--- src/rtl/turn_signal_input_ctrl.sv ---
// Turn signal input conditioning for the taillight sequencer.
// Synchronizes and debounces the raw left/right switches, locks them into
// mutually exclusive request levels, and generates the periodic step tick.
//
// Ports:
//   clk       system clock, rising edge
//   reset     synchronous active-high reset
//   sw_left   raw asynchronous left turn switch
//   sw_right  raw asynchronous right turn switch
//   left      exclusive left request (registered)
//   right     exclusive right request (registered)
//   tick      one-cycle step enable, period DIV (registered)
module turn_signal_input_ctrl #(
  parameter int unsigned DIV        = 4,
  parameter int unsigned DEB_CYCLES = 3
) (
  input  logic clk,
  input  logic reset,
  input  logic sw_left,
  input  logic sw_right,
  output logic left,
  output logic right,
  output logic tick
);

  localparam int unsigned CW = $clog2(DEB_CYCLES) + 1;
  localparam int unsigned DW = (DIV > 1) ? $clog2(DIV) : 1;
  localparam logic [CW-1:0] DEB_LAST = CW'(DEB_CYCLES - 1);
  localparam logic [DW-1:0] DIV_LAST = DW'(DIV - 1);
  localparam int unsigned CH_L = 0;
  localparam int unsigned CH_R = 1;

  typedef enum logic [1:0] {
    IDLE  = 2'd0,
    LEFT  = 2'd1,
    RIGHT = 2'd2
  } state_t;

  logic [1:0]    s1;
  logic [1:0]    s2;
  logic [1:0]    deb;
  logic [CW-1:0] cnt [2];
  logic [DW-1:0] div_cnt;
  state_t        state;
  state_t        state_next;

  // Two-flop synchronizer and per-channel debounce; any agreeing cycle restarts the count
  always_ff @(posedge clk) begin
    if (reset) begin
      s1     <= '0;
      s2     <= '0;
      deb    <= '0;
      cnt[0] <= '0;
      cnt[1] <= '0;
    end else begin
      s1 <= {sw_right, sw_left};
      s2 <= s1;
      for (int i = 0; i < 2; i++) begin
        if (s2[i] == deb[i]) begin
          cnt[i] <= '0;
        end else if (cnt[i] == DEB_LAST) begin
          deb[i] <= s2[i];
          cnt[i] <= '0;
        end else begin
          cnt[i] <= cnt[i] + CW'(1);
        end
      end
    end
  end

  // Step divider: tick is high for one cycle out of every DIV
  always_ff @(posedge clk) begin
    if (reset) begin
      div_cnt <= '0;
      tick    <= 1'b0;
    end else if (div_cnt == DIV_LAST) begin
      div_cnt <= '0;
      tick    <= 1'b1;
    end else begin
      div_cnt <= div_cnt + DW'(1);
      tick    <= 1'b0;
    end
  end

  // Lock FSM state register; outputs are registered from the next state so they track state exactly
  always_ff @(posedge clk) begin
    if (reset) begin
      state <= IDLE;
      left  <= 1'b0;
      right <= 1'b0;
    end else begin
      state <= state_next;
      left  <= (state_next == LEFT);
      right <= (state_next == RIGHT);
    end
  end

  // Lock FSM next state: moves only on tick; a held side ignores the other switch
  always_comb begin
    state_next = state;
    case (state)
      IDLE: begin
        if (tick) begin
          if (deb[CH_L] && !deb[CH_R]) begin
            state_next = LEFT;
          end else if (deb[CH_R] && !deb[CH_L]) begin
            state_next = RIGHT;
          end
        end
      end
      LEFT: begin
        if (tick && !deb[CH_L]) begin
          state_next = IDLE;
        end
      end
      RIGHT: begin
        if (tick && !deb[CH_R]) begin
          state_next = IDLE;
        end
      end
      default: state_next = IDLE;
    endcase
  end

endmodule
--- config.mk ---
export PLATFORM = sky130hd
export DESIGN_NAME = turn_signal_input_ctrl
export DESIGN_NICKNAME = d
export VERILOG_FILES = /design/src/rtl/turn_signal_input_ctrl.sv
export SDC_FILE = /design/constraint.sdc
export NUM_CORES = 1
export LEC_CHECK = 0
export ABC_AREA = 0
export CAP_MARGIN = 20
export CORE_MARGIN = 1.5
export CORE_UTILIZATION = 47
export DETAILED_ROUTE_END_ITERATION = 8
export PLACE_DENSITY = 0.78
export SYNTH_ARGS = -nofsm -noshare
export SYNTH_HDL_FRONTEND = slang
export SYNTH_SLANG_ARGS = --single-unit
--- constraint.sdc ---
create_clock -name clk -period 1.1 [get_ports clk]
set_input_delay 0.165 -clock clk [delete_from_list [all_inputs] [get_ports clk]]
set_output_delay 0.165 -clock clk [all_outputs]
set_load 0.02 [all_outputs]
After elaboration in Yosys (flattened, before gate mapping)
Memories as Yosys holds them, arrays and structs flattened.
Cells that the tools add are included.
{"block": "totals", "ramBits": 6, "mem_count": 1, "in_bits": 4, "reg_bits": 13}
{"memory": "cnt", "depth": 2, "word_bits": 3, "rd": 2, "rd_clocked_by_memory_dff": 0, "write_ports": 2, "line": "42", "source": "logic [CW-1:0] cnt [2];"}
{"block": "op_classes", "bitwise_logic": 8, "n_eq_ne": 9, "addsub": 3, "n_mux": 37, "n_reduce_logical": 10}
{"cell": "$mux 1", "n": 25}
{"cell": "$mux 3", "n": 6}
{"cell": "$mux 2", "n": 5}
{"cell": "$add 3x1->3 const B", "n": 2}
{"cell": "$eq 2x2->1 const B", "n": 3}
{"cell": "$eq 3x2->1 const B", "n": 2}
{"cell": "$or 1x1->1", "n": 6}
{"cell": "$pmux 2 s3", "n": 1}
{"cell": "$eq 2x1->1 const B", "n": 2}
{"cell": "$logic_and 1x1->1", "n": 4}
{"cell": "$reduce_and 2->1", "n": 2}
{"cell": "$add 2x1->2 const B", "n": 1}
{"cell": "$eq 1x1->1", "n": 2}
{"cell": "$logic_not 1->1", "n": 2}
{"cell": "$logic_not 2->1", "n": 1}
{"cell": "$not 1->1", "n": 2}
{"cell": "$reduce_or 2->1", "n": 1}

Depth between registers and ports, before layout
Gate-level depths: netlist of the first run.
{"block": "logic_depth", "depth_word": 7, "mapped_depth": 5, "depth_no_buf": 5}

Worst setup path after synthesis of the first run
No wires, ideal clock.
{"block": "synth_path", "path_type": "register to register", "startpoint": "memory cnt[0][0] (netlist bit)", "endpoint": "register deb[0]", "stages_incl_launch_ff": 6, "n_path_buf": 0, "synth_period_minus_slack_ps": 1165, "arrival_ps": 1048, "slack_ps": -65, "cell_sequence": "edfxtp_1 -> inv_1 -> ha_1 -> nor2b_1 -> mux2i_1 -> nor2_1"}
{"element": "start: declaration", "line": "42"}
{"element": "end signal: indexed assignment", "line": "62", "source": "deb[i] <= s2[i];"}
{"element": "end: declaration", "line": "41", "source": "logic [1:0] deb;"}

==> results of run 1 <==
[area by class of cell]
type | count | area share [%]
Clock buffer | 4 | 2.85
Inverter | 6 | 2.44
Multi-Input combinational cell | 44 | 35.1
Sequential cell | 19 | 47.7
Tap cell | 16 | 2.17
Timing Repair Buffer | 12 | 9.76
[metrics by stage]
step	setup TNS, ps	power (mW)
after CTS	-572	1.24
after detailed placement	-658	0.908
after global routing	-1040	1.29
after global placement	-470	0.901
after floorplan	0	0.860
final	-476	1.23
[placed cells by master (no fill, tap or decap)]
cell             netlist  routed
edfxtp_1               6       6
nor2b_1                7       5
nor2_1                 4       4
ha_1                   5       1
clkbuf_2               0       2
nor3b_1                7       7
nor2b_4                0       2
nand2b_1               2       2
ha_2                   0       4
dfxtp_1               13      13
a21oi_2                2       2
inv_1                  6       6
clkbuf_1               0       1
conb_1                 1       6
clkdlybuf4s50_1        0       3
a21oi_1                2       2
clkbuf_4               0       3
buf_2                  1       1
mux2i_1                2       2
buf_4                  0       6
xor2_1                 2       2
nor3_1                 5       5
[kinds of logic after synthesis]
| kind of cell | share of synthesized area, % |
|---|---|
| xor+xnor | 2.34 |
| buf+inv | 3.68 |
| mux | 2.68 |
| fa+ha+maj | 8.36 |
| compound gates | 3.68 |
| flops | 58.9 |
| other cells | 0.501 |
| simple gates | 19.9 |
[per-layer routing]
| layer | part of all wire [%] | vias up | global-route usage (%) | routed length [um] |
|---|---|---|---|---|
| li1 | - | 252 | - | - |
| met1 | 43 | 228 | 17.2 | 462 |
| met2 | 52 | 8 | 23.3 | 564 |
| met3 | 3.3 | 2 | 4.26 | 36 |
| met4 | 1.3 | 0 | 3.75 | 14 |
| met5 | 0 | - | 0 | 0 |
[flip-flops by register name (all words and copies together), names as in the netlist]
signal	cells
div_cnt	2
right	1
state	2
tick	1
s1	2
s2	2
cnt	6
deb	2
left	1
[worst max-delay path, cell delays in order, from the launching register on]
cell	delay [ps]
edfxtp_1	430
inv_1	80
ha_2	170
nor2b_4	170
mux2i_1	190
nor2_1	60
[report_power, final]
| group | internal, mW | switching, mW |
|---|---|---|
| registers | 0.757 | 0.0187 |
| clock network | 0.141 | 0.199 |
| logic | 0.0628 | 0.0500 |
[how the worst min path moves through the flow]
stage               cells past startpoint        from          to  slack, ps
floorplan                               1       reset       s1[0]        240
global placement                        1  div_cnt[0]  div_cnt[0]        410
detailed placement                      1       s1[1]       s2[1]        420
CTS                                     2     sw_left       s1[0]        420
global route                            2     sw_left       s1[0]        420
finish                                  2     sw_left       s1[0]        420
[timing repair]
item                                    in CTS  in global routing
buffers inserted                             0                  1
resized for setup                            8                  4
endpoints found under the setup margin      11                 11
pin swaps                                    0                  1
==> metrics.md, run 1 <==
| Metric | Value |
|---|---|
| All-Layer GR Usage | `13.9%` |
| Total area of sequential cells | `440 um^2` |
| Routed wire length | `1080 um` |
| Fraction of registers with async set/reset | `0%` |
| Height of the die | `42.9 um` |
| CTS Hold Bufs | `0` |
| Ys Warns | `0` |
| DR iter-0 viols | `3` |
| Ant diodes | `0` |
| PnR worst setup slack | `-104 ps` |
| Full die area | `1840 um^2` |
| Final period utilization | `109%` |
| H-tree depth | `1` |
| Area Growth Syn to Fin | `23.4%` |
| DRC violations left | `0` |
| Skew-Pair Late Insertion Delay | `290 ps` |
| Violated checks | `negative setup slack` |
| FF+latch count, synth | `19` |
| Global-route wire length before repair | `1880 um` |
| Total number of vias | `490` |
| CP Launch Type | `flop` |
| Register area share after synthesis | `58.9%` |
| Die X | `42.9 um` |
| Synth area leaders | `dfxtp_1, edfxtp_1, ha_1` |
| Synth area leader | `dfxtp_1` |
| Critical path type | `reg -> reg` |
| Max-slew violations | `0` |
| Most common library cells after synthesis | `dfxtp_1, nor2b_1, nor3b_1, edfxtp_1, inv_1` |
| Post-DP Area | `900 um^2` |
| Vias in the first global route | `447` |
| Hold Vio Cnt, Final | `0` |
| Final setup viols | `8` |
| Hold Crit Class | `in -> reg` |
| Top FF cell, synth | `dfxtp_1` |
| Critical Path Sink Type | `flop` |
| Fmax | `830 MHz` |
| Layout cells sized above 1 | `23.5%` |
| Share of the synthesized area in the top cell type | `34.8%` |
| Core area | `1510 um^2` |
| Row Count | `14` |
| Distinct cell type count after synthesis | `15` |
| Post-layout util | `61.3%` |
| Post-route minimum period | `1200 ps` |
| Worst Path Required | `1290 ps` |
| RD Place Congestion | `0.684` |
| Worst R2R End | `deb[1]` |
| Nets@finish | `95` |
| Clk_skew | `1.20 ps` |
| Avg Cell Area, Syn | `11.5 um^2` |
| Initial antenna violation count | `0` |
| Worst R2R Setup Slack | `-100 ps` |
| Synthesized instance count | `65` |
| Worst Path Arrival | `1400 ps` |
| GRT overflow | `0` |
| Starting Density | `49.7%` |
| Dpl hpwl | `833 um` |
| Filler cell count | `134` |
| Total CTS buffers | `3` |
| Clk slew on worst S/H paths | `100 ps` |
| Crit-path max FO | `3` |
| Max-cap check violation count | `0` |
| Largest net degree at the start of global routing | `11` |
| Design area | `923 um^2` |
| EDFF count, synth | `6` |
| Clk root buf | `clkbuf_4` |
| Boundary Pins | `7` |
| Pre-CTS setup slack | `-113 ps` |
| Status | `finished with violations` |
| Maximum VDD drop | `834 uV` |
| Footprint of the multi-input gates | `324 um^2` |
| R2R depth | `5` |
| Reg2reg start | `cnt[1][0]` |
| Worst Setup EP | `deb[1]` |
| Vias/cell | `4.85` |
| Setup crit start | `cnt[1][0]` |
| CTS tree | `done` |
| Detail Route Antenna Nets | `0` |
| Cell Count, Final, Fillers Out | `101` |
| Clock sinks | `19` |
| Most common cell in the netlist | `dfxtp_1` |
| Mapped cell area | `748 um^2` |
| CTS Buffer Depth | `2` |
| Leakage power | `0.376 nW` |
| PD cells | `1330 nW/um^2` |
| RSZ-0062 raised after global routing | `true` |
| IO Port Bufs | `6` |
| Detailed Routing Iterations Pass 1 | `2` |
| Placed cell count | `96` |
| Worst hold margin | `419 ps` |
| Wire per inst | `10.7 um` |
No activity file was read; power rests on OpenSTA's default activity.
==> inputs of run 2 (changes only) <==
--- a/config.mk
+++ b/config.mk
@@ -10,6 +10,7 @@
 export CORE_MARGIN = 1.5
 export CORE_UTILIZATION = 47
 export DETAILED_ROUTE_END_ITERATION = 8
+export HOLD_SLACK_MARGIN = 0.12
 export PLACE_DENSITY = 0.78
 export SYNTH_ARGS = -nofsm -noshare
 export SYNTH_HDL_FRONTEND = slang
==> results of run 2 <==
Same layout as run 1: the final DEF is identical, and so are final timing and power.
==> inputs of run 3 (changes only) <==
--- a/config.mk
+++ b/config.mk
@@ -6,6 +6,7 @@
 export NUM_CORES = 1
 export LEC_CHECK = 0
 export ABC_AREA = 0
+export ABC_CLOCK_PERIOD_IN_PS = 1100
 export CAP_MARGIN = 20
 export CORE_MARGIN = 1.5
 export CORE_UTILIZATION = 47
==> results of run 3 <==
Same layout as run 1: the final DEF is identical, and so are final timing and power.
